<file path="config.mk">
export PLATFORM = sky130hd
export DESIGN_NAME = dnc_write_heads_unpacker_flat
export DESIGN_NICKNAME = d
export VERILOG_FILES = /design/src/rtl/dnc_write_heads_unpacker_if.sv /design/src/rtl/dnc_write_heads_unpacker.sv /design/src/flat_wrapper.sv
export SDC_FILE = /design/constraint.sdc
export NUM_CORES = 1
export LEC_CHECK = 0
export CAP_MARGIN = 10
export CORE_MARGIN = 3
export CORE_UTILIZATION = 25
export CTS_CLUSTER_DIAMETER = 40
export DETAILED_ROUTE_END_ITERATION = 12
export PLACE_DENSITY = 0.63
export SETUP_SLACK_MARGIN = 0.2
export SLEW_MARGIN = 20
export SYNTH_ARGS = -nofsm -noshare
export SYNTH_HDL_FRONTEND = slang
export SYNTH_SLANG_ARGS = --single-unit
export TNS_END_PERCENT = 20
</file>
<file path="constraint.sdc">
create_clock -name clk_i -period 11.97 [get_ports clk_i]
set_input_delay 1.197 -clock clk_i [delete_from_list [all_inputs] [get_ports clk_i]]
set_output_delay 1.197 -clock clk_i [all_outputs]
set_load 0.02 [all_outputs]
</file>
<file path="src/rtl/dnc_write_heads_unpacker_if.sv">
// Stream/result bundle between the controller output layer and the write-head unpacker.
// The master side drives the interface-vector stream; the slave side returns per-head fields.
interface dnc_write_heads_unpacker_if #(
    parameter int unsigned DATA_SIZE = 64,
    parameter int unsigned W         = 64,
    parameter int unsigned H         = 4
);
    localparam int unsigned HW = (H > 1) ? $clog2(H) : 1;
    localparam int unsigned IW = (W > 1) ? $clog2(W) : 1;

    logic                 start;
    logic [DATA_SIZE-1:0] size_w;
    logic [DATA_SIZE-1:0] size_h;
    logic                 xi_en;
    logic [DATA_SIZE-1:0] xi;

    logic                 ready;
    logic [HW-1:0]        head;
    logic [IW-1:0]        index;
    logic                 k_en, beta_en, e_en, v_en, ga_en, gw_en;
    logic [DATA_SIZE-1:0] k, beta, e, v, ga, gw;

    modport master (
        output start, size_w, size_h, xi_en, xi,
        input  ready, head, index,
        input  k_en, beta_en, e_en, v_en, ga_en, gw_en,
        input  k, beta, e, v, ga, gw
    );

    modport slave (
        input  start, size_w, size_h, xi_en, xi,
        output ready, head, index,
        output k_en, beta_en, e_en, v_en, ga_en, gw_en,
        output k, beta, e, v, ga, gw
    );
endinterface

</file>
<file path="src/rtl/dnc_write_heads_unpacker.sv">
// Splits the DNC interface-vector stream into per-head write fields (k, beta, e, v, ga, gw),
// applying saturating oneplus to beta and a hard sigmoid to e/ga/gw, with one cycle of latency.
module dnc_write_heads_unpacker #(
    parameter int unsigned DATA_SIZE = 64,
    parameter int unsigned FRAC_SIZE = 32,
    parameter int unsigned W         = 64,
    parameter int unsigned H         = 4
) (
    input logic                      clk_i,
    input logic                      rst_i,
    dnc_write_heads_unpacker_if.slave bus
);
    localparam int unsigned HW  = (H > 1) ? $clog2(H) : 1;
    localparam int unsigned IW  = (W > 1) ? $clog2(W) : 1;
    localparam int unsigned WsW = $clog2(W + 1);
    localparam int unsigned HsW = $clog2(H + 1);

    localparam logic [DATA_SIZE-1:0] One    = DATA_SIZE'(1) << FRAC_SIZE;
    localparam logic [DATA_SIZE-1:0] Half   = One >> 1;
    localparam logic [DATA_SIZE-1:0] MaxPos = {1'b0, {(DATA_SIZE - 1){1'b1}}};

    typedef enum logic [2:0] {StIdle, StKey, StBeta, StErase, StVector, StGa, StGw} state_e;

    function automatic logic [DATA_SIZE-1:0] oneplus(input logic [DATA_SIZE-1:0] x);
        logic [DATA_SIZE:0] sum;
        if (x[DATA_SIZE-1]) return One;
        sum = {1'b0, x} + {1'b0, One};
        if (sum[DATA_SIZE] || sum[DATA_SIZE-1]) return MaxPos;
        return sum[DATA_SIZE-1:0];
    endfunction

    // Guard bit keeps (x>>>2)+ONE/2 from wrapping before the clamp.
    function automatic logic [DATA_SIZE-1:0] hard_sigmoid(input logic [DATA_SIZE-1:0] x);
        logic [DATA_SIZE:0] t;
        t = {{3{x[DATA_SIZE-1]}}, x[DATA_SIZE-1:2]} + {1'b0, Half};
        if (t[DATA_SIZE]) return '0;
        if (t[DATA_SIZE-1:0] > One) return One;
        return t[DATA_SIZE-1:0];
    endfunction

    state_e               state_q;
    logic [WsW-1:0]       ws_q, cnt_q, ws_in;
    logic [HsW-1:0]       hs_q, hcnt_q, hs_in;
    logic                 ready_q;
    logic [HW-1:0]        head_q;
    logic [IW-1:0]        index_q;
    logic                 k_en_q, beta_en_q, e_en_q, v_en_q, ga_en_q, gw_en_q;
    logic [DATA_SIZE-1:0] k_q, beta_q, e_q, v_q, ga_q, gw_q;
    logic                 last_w, last_h;

    assign ws_in  = (bus.size_w > DATA_SIZE'(W)) ? WsW'(W) : bus.size_w[WsW-1:0];
    assign hs_in  = (bus.size_h > DATA_SIZE'(H)) ? HsW'(H) : bus.size_h[HsW-1:0];
    assign last_w = (cnt_q == ws_q - WsW'(1));
    assign last_h = (hcnt_q == hs_q - HsW'(1));

    always_ff @(posedge clk_i or posedge rst_i) begin
        if (rst_i) begin
            state_q   <= StIdle;
            ws_q      <= '0;
            hs_q      <= '0;
            cnt_q     <= '0;
            hcnt_q    <= '0;
            ready_q   <= 1'b0;
            head_q    <= '0;
            index_q   <= '0;
            k_en_q    <= 1'b0;
            beta_en_q <= 1'b0;
            e_en_q    <= 1'b0;
            v_en_q    <= 1'b0;
            ga_en_q   <= 1'b0;
            gw_en_q   <= 1'b0;
            k_q       <= '0;
            beta_q    <= '0;
            e_q       <= '0;
            v_q       <= '0;
            ga_q      <= '0;
            gw_q      <= '0;
        end else begin
            ready_q   <= 1'b0;
            k_en_q    <= 1'b0;
            beta_en_q <= 1'b0;
            e_en_q    <= 1'b0;
            v_en_q    <= 1'b0;
            ga_en_q   <= 1'b0;
            gw_en_q   <= 1'b0;
            if (state_q == StIdle) begin
                if (bus.start) begin
                    ws_q   <= ws_in;
                    hs_q   <= hs_in;
                    cnt_q  <= '0;
                    hcnt_q <= '0;
                    if (hs_in == '0) ready_q <= 1'b1;
                    else if (ws_in == '0) state_q <= StBeta;
                    else state_q <= StKey;
                end
            end else if (bus.xi_en) begin
                head_q  <= hcnt_q[HW-1:0];
                index_q <= '0;
                unique case (state_q)
                    StKey: begin
                        k_q     <= bus.xi;
                        k_en_q  <= 1'b1;
                        index_q <= cnt_q[IW-1:0];
                        cnt_q   <= last_w ? '0 : cnt_q + WsW'(1);
                        if (last_w) state_q <= StBeta;
                    end
                    StBeta: begin
                        beta_q    <= oneplus(bus.xi);
                        beta_en_q <= 1'b1;
                        state_q   <= (ws_q == '0) ? StGa : StErase;
                    end
                    StErase: begin
                        e_q     <= hard_sigmoid(bus.xi);
                        e_en_q  <= 1'b1;
                        index_q <= cnt_q[IW-1:0];
                        cnt_q   <= last_w ? '0 : cnt_q + WsW'(1);
                        if (last_w) state_q <= StVector;
                    end
                    StVector: begin
                        v_q     <= bus.xi;
                        v_en_q  <= 1'b1;
                        index_q <= cnt_q[IW-1:0];
                        cnt_q   <= last_w ? '0 : cnt_q + WsW'(1);
                        if (last_w) state_q <= StGa;
                    end
                    StGa: begin
                        ga_q    <= hard_sigmoid(bus.xi);
                        ga_en_q <= 1'b1;
                        state_q <= StGw;
                    end
                    StGw: begin
                        gw_q    <= hard_sigmoid(bus.xi);
                        gw_en_q <= 1'b1;
                        if (last_h) begin
                            state_q <= StIdle;
                            ready_q <= 1'b1;
                        end else begin
                            hcnt_q  <= hcnt_q + HsW'(1);
                            state_q <= (ws_q == '0) ? StBeta : StKey;
                        end
                    end
                    default: state_q <= StIdle;
                endcase
            end
        end
    end

    assign bus.ready   = ready_q;
    assign bus.head    = head_q;
    assign bus.index   = index_q;
    assign bus.k_en    = k_en_q;
    assign bus.beta_en = beta_en_q;
    assign bus.e_en    = e_en_q;
    assign bus.v_en    = v_en_q;
    assign bus.ga_en   = ga_en_q;
    assign bus.gw_en   = gw_en_q;
    assign bus.k       = k_q;
    assign bus.beta    = beta_q;
    assign bus.e       = e_q;
    assign bus.v       = v_q;
    assign bus.ga      = ga_q;
    assign bus.gw      = gw_q;
endmodule
</file>
<file path="src/flat_wrapper.sv">
// flat-port wrapper written by rule: the top's interface ports become plain ports
module dnc_write_heads_unpacker_flat 
#(
    parameter int unsigned DATA_SIZE = 64,
    parameter int unsigned FRAC_SIZE = 32,
    parameter int unsigned W         = 64,
    parameter int unsigned H         = 4
)
  (clk_i, rst_i, bus_start, bus_size_w, bus_size_h, bus_xi_en, bus_xi, bus_ready, bus_head, bus_index, bus_k_en, bus_beta_en, bus_e_en, bus_v_en, bus_ga_en, bus_gw_en, bus_k, bus_beta, bus_e, bus_v, bus_ga, bus_gw);
  dnc_write_heads_unpacker_if #(.DATA_SIZE(DATA_SIZE), .W(W), .H(H)) bus_i ();
  input logic clk_i;
  input logic rst_i;
  input wire logic [$bits(bus_i.start)-1:0] bus_start;
  input wire logic [$bits(bus_i.size_w)-1:0] bus_size_w;
  input wire logic [$bits(bus_i.size_h)-1:0] bus_size_h;
  input wire logic [$bits(bus_i.xi_en)-1:0] bus_xi_en;
  input wire logic [$bits(bus_i.xi)-1:0] bus_xi;
  output wire logic [$bits(bus_i.ready)-1:0] bus_ready;
  output wire logic [$bits(bus_i.head)-1:0] bus_head;
  output wire logic [$bits(bus_i.index)-1:0] bus_index;
  output wire logic [$bits(bus_i.k_en)-1:0] bus_k_en;
  output wire logic [$bits(bus_i.beta_en)-1:0] bus_beta_en;
  output wire logic [$bits(bus_i.e_en)-1:0] bus_e_en;
  output wire logic [$bits(bus_i.v_en)-1:0] bus_v_en;
  output wire logic [$bits(bus_i.ga_en)-1:0] bus_ga_en;
  output wire logic [$bits(bus_i.gw_en)-1:0] bus_gw_en;
  output wire logic [$bits(bus_i.k)-1:0] bus_k;
  output wire logic [$bits(bus_i.beta)-1:0] bus_beta;
  output wire logic [$bits(bus_i.e)-1:0] bus_e;
  output wire logic [$bits(bus_i.v)-1:0] bus_v;
  output wire logic [$bits(bus_i.ga)-1:0] bus_ga;
  output wire logic [$bits(bus_i.gw)-1:0] bus_gw;
  assign bus_i.start = bus_start;
  assign bus_i.size_w = bus_size_w;
  assign bus_i.size_h = bus_size_h;
  assign bus_i.xi_en = bus_xi_en;
  assign bus_i.xi = bus_xi;
  assign bus_ready = bus_i.ready;
  assign bus_head = bus_i.head;
  assign bus_index = bus_i.index;
  assign bus_k_en = bus_i.k_en;
  assign bus_beta_en = bus_i.beta_en;
  assign bus_e_en = bus_i.e_en;
  assign bus_v_en = bus_i.v_en;
  assign bus_ga_en = bus_i.ga_en;
  assign bus_gw_en = bus_i.gw_en;
  assign bus_k = bus_i.k;
  assign bus_beta = bus_i.beta;
  assign bus_e = bus_i.e;
  assign bus_v = bus_i.v;
  assign bus_ga = bus_i.ga;
  assign bus_gw = bus_i.gw;
  dnc_write_heads_unpacker #(.DATA_SIZE(DATA_SIZE), .FRAC_SIZE(FRAC_SIZE), .W(W), .H(H)) u_core (.clk_i(clk_i), .rst_i(rst_i), .bus(bus_i));
endmodule
</file>
==> results.ini <==
[outcome]
status = finished clean

[floorplan]
core_um2 = 68950
initial_utilization_pct = 25.38
die_h_um = 270.6
die_w_um = 270.6
std_cell_rows = 96
die_area_um2 = 73210
num_io_pins = 595

[logic_synthesis]
synthCells = 1555
synth_area_per_cell_um2 = 11.25
synth_ff_type = sky130_fd_sc_hd__dfrtp_1
yosys_register_bits = 416
synth.yosys.warnings = 0
synth-edff-count = 0
synthDistinctLibCells = 59
syn_area_um2 = 17500
seq_area_frac_synth_pct = 59.49
postSynth.asyncResetShare_pct = 100.0

[critical_path]
cp_slowest_stage_delay_ps = 840
reg2reg_slack_ps = 9130
critical_path.top_delay_family = simple AND/OR/NAND/NOR gates
worst_path_max_delay_cell = sky130_fd_sc_hd__clkdlybuf4s50_1
ordered_cell_list_for_the_critical_path = clkdlybuf4s50_1 -> ha_1 -> nand3_1 -> nor3_2 -> xor2_1 -> or4_1 -> nor4_4 -> nand4_2 -> buf_4 -> o21ai_0
crit_required_ps = 12460
end_kind = flop
timing.critical_path.buf_inv = 2
timing.critical_path.arrival_ps = 4800
worst-path-max-fanout = 32
reg2regPathDepth = 7
startpoint_type = input port
setup.worst_path.class = input port to flop
critical_path.reg2reg.startpoint = u_core.state_q[1]$_DFFE_PP0P_
r2r-end = u_core.bus.gw[31]$_DFFE_PP0P_

[sta]
slew_headroom_pct = 27.83
timing_worst_slew_pin_value_ps = 1083
fin_hold_viols = 0
timing.final.crit_share_pct = 35.98
final.setup.worst_slack_ps = 7663
max_freq_mhz = 232.2
period_needed_ps = 4307
skew_ps = 31.13
setup_tns_ps = 0
setup-violations-final = 0
rsz_0062_raised_after_global_routing = no
final-max-slew-violation-count = 0

[cts]
cts_tree = yes
worst_setup_hold_path_clk_slew_ps = 50
cts_bufs_inserted = 74
cts_max_level = 3
cts-root-buf = sky130_fd_sc_hd__clkbuf_16
ctsLongestPathBuffers = 3
clock_latency_ps = 600
ctsResizeCount = 0
tritoncts_num_sinks = 416
post-cts-setup-buffers = 0
cts-hold-fix-buffers = 0

[grt]
globalRouteTotalUtil_pct = 17.08
grt_start_max_net_pins = 157
grt_antenna_before_repair = 3
grt_first_pass_wirelength_um = 96050
grt.met2_usage_pct = 28.12
groute.layer.met3.usage_pct = 5.197
number_of_global_route_vias_before_repair = 14810
grt_most_used_layer = met2
aggregate_global_routing_overflow = 0
met1_usage_pct = 20.90

[detailed_routing]
routed-via-count = 14150
first_pass_iters = 5
ant_nets = 0
wl_um = 63850
vias_per_cell = 4.525
drt_iter0_drc = 767
residual_drc = 0
avgRoutedWirePerCell_um = 20.41

[worst_hold_path]
min_path_type = flop to flop
worst_hold_path.num_cells = 2
hp-start = u_core.bus.e[2]$_DFFE_PP0P_
holdPathEnd = u_core.bus.e[2]$_DFFE_PP0P_

[pwr]
power.static_leakage_nw = 11.41
pwr_per_cell_area_nw_per_um2 = 221.0
total_power_mw = 5.934
irDropWorstVdd_uv = 200.4

[cells_and_area]
fraction_of_layout_instances_using_a_drive_strength_above_1_pct = 15.31
fill_cells = 6710
nets = 2341
area_growth_syn_to_layout_pct = 53.42
final_cell_area_um2 = 26850
finalCoreUtilization_pct = 38.94

[placed_design]
pre_cts_ws_ps = 6975
postPlaceCellArea_um2 = 24270
gpl.final_weighted_congestion = 0.8764
io_buffers = 588
hpwlAfterDp_um = 46830

[flow_run]
max_cap_violations = 0

logic make-up after synthesis:
| kind of cell | Yosys count | synth area share (%) |
|---|---|---|
| AOI/OAI and AO/OA | 231 | 8.938 |
| adders and majority gates | 8 | 0.5720 |
| muxes | 134 | 8.594 |
| other | 1 | 0.02143 |
| xor gates and xnor gates | 54 | 2.703 |
| DFF | 416 | 59.49 |
| buffers and inverters | 155 | 3.954 |
| and+or+nand+nor | 556 | 15.73 |
worst register-to-register path, cell delays in order (launching register included):
cell and delay (ps):
sky130_fd_sc_hd__dfrtp_1 520, sky130_fd_sc_hd__nor2b_1 360, sky130_fd_sc_hd__nand3_2 460, sky130_fd_sc_hd__buf_4 480, sky130_fd_sc_hd__nor3_1 280, sky130_fd_sc_hd__nand4_2 120
sky130_fd_sc_hd__buf_4 310, sky130_fd_sc_hd__o21ai_0 220
sequential cells by signal, summed over array words and instances, names as in the netlist, 2 cells and up:
name / count
u_core.bus.beta: 64
u_core.bus.k: 64
u_core.bus.v: 64
u_core.bus.e: 62
u_core.bus.ga: 62
u_core.bus.gw: 62
u_core.cnt_q: 7
u_core.ws_q: 7
u_core.bus.index: 6
u_core.hcnt_q: 3
u_core.hs_q: 3
u_core.state_q: 3
u_core.bus.head: 2
report_power, final:
| group | switching, mW | internal [mW] | leakage, nW |
|---|---|---|---|
| clock | 0.756 | 1.39 | 1.25 |
| combinational | 0.961 | 0.892 | 4.67 |
| sequential | 0.199 | 1.74 | 5.49 |
layout make-up:
type / count / area [um2] / share of cell area (%)
Sequential cell: 416 / 10410 / 38.77
Multi-Input combinational cell: 989 / 6451 / 24.03
Timing Repair Buffer: 612 / 6073 / 22.62
Clock buffer: 91 / 2048 / 7.629
Tap cell: 931 / 1165 / 4.339
Clock inverter: 42 / 524.3 / 1.953
Inverter: 44 / 168.9 / 0.6291
Antenna cell: 3 / 7.507 / 0.02796
layout by cell type, fill, tap and decap left out, types with 6 or more instances in the layout:
master                            instances
sky130_fd_sc_hd__nand2_1                205
sky130_fd_sc_hd__a22o_1                   7
sky130_fd_sc_hd__nor4_1                  47
sky130_fd_sc_hd__o31ai_1                 61
sky130_fd_sc_hd__o21ai_2                 31
sky130_fd_sc_hd__buf_4                   23
sky130_fd_sc_hd__o21ai_0                 26
sky130_fd_sc_hd__ha_1                     8
sky130_fd_sc_hd__and2_1                  91
sky130_fd_sc_hd__conb_1                   6
sky130_fd_sc_hd__clkinv_2                 8
sky130_fd_sc_hd__clkbuf_16               76
sky130_fd_sc_hd__nand3_1                 20
sky130_fd_sc_hd__clkinvlp_4               8
sky130_fd_sc_hd__a21oi_1                  9
sky130_fd_sc_hd__clkbuf_1                 6
sky130_fd_sc_hd__inv_1                   43
sky130_fd_sc_hd__nor3_1                  27
sky130_fd_sc_hd__clkinv_4                 6
sky130_fd_sc_hd__clkdlybuf4s50_1        587
sky130_fd_sc_hd__nor2_1                  96
sky130_fd_sc_hd__or3_1                    8
sky130_fd_sc_hd__bufinv_16                7
sky130_fd_sc_hd__dfrtp_1                416
sky130_fd_sc_hd__clkbuf_8                 9
sky130_fd_sc_hd__xor2_1                  25
sky130_fd_sc_hd__mux2_2                 130
sky130_fd_sc_hd__xnor2_1                 29
sky130_fd_sc_hd__nand4_1                 24
sky130_fd_sc_hd__o21ai_1                 59
how the worst max path moves through the flow:
stage / from / end / cells past startpoint
2_1_floorplan: rst_i / u_core.bus.beta[0]$_DFFE_PP0P_ / 1
3_3_place_gp: bus_xi[33] / u_core.bus.gw[31]$_DFFE_PP0P_ / 10
3_5_place_dp: bus_xi[33] / u_core.bus.ga[4]$_DFFE_PP0P_ / 10
4_1_cts: bus_xi[33] / u_core.bus.ga[4]$_DFFE_PP0P_ / 10
5_1_grt: bus_xi[33] / u_core.bus.ga[4]$_DFFE_PP0P_ / 10
6_report: bus_xi[33] / u_core.bus.e[30]$_DFFE_PP0P_ / 10
cell usage after synthesis, drive strengths merged, types with 2 or more instances:
library cell / instances / area, um2
dfrtp: 416 / 10410
nand2: 206 / 773.2
mux2: 130 / 1464
o21ai: 116 / 696.9
nor2: 97 / 364.1
and2: 92 / 575.6
clkbuf: 80 / 300.3
o31ai: 61 / 457.9
nor4: 49 / 336.6
inv: 44 / 165.2
buf: 31 / 226.5
nor3: 30 / 155.1
nand4: 29 / 212.7
xnor2: 29 / 254.0
xor2: 25 / 219.0
nand3: 23 / 120.1
a21oi: 9 / 45.04
ha: 8 / 100.1
or3: 8 / 50.05
a22o: 7 / 61.31
a31oi: 5 / 31.28
o31a: 5 / 43.79
or2: 5 / 31.28
a21o: 4 / 30.03
mux2i: 4 / 40.04
o22ai: 4 / 25.02
or4: 4 / 33.78
a211o: 3 / 26.28
a41oi: 3 / 26.28
and4: 3 / 26.28
nor2b: 3 / 18.77
a211oi: 2 / 15.01
and3b: 2 / 17.52
nor4b: 2 / 17.52
o21a: 2 / 15.01
o22a: 2 / 17.52
through the flow:
step,hold WS (ps),cells
6_report,472.1,3128
5_1_grt,496.3,3126
4_1_cts,475.7,3125
3_5_place_dp,464.9,2992
3_3_place_gp,460.1,2992
2_1_floorplan,470.4,1560
metal layers:
layer	routed length [um]	part of all wire, %
met1	26710	42
met2	30120	47
met3	4477	7.0
met4	2541	4.0
met5	0	0
(Power assumes the default switching activity.)
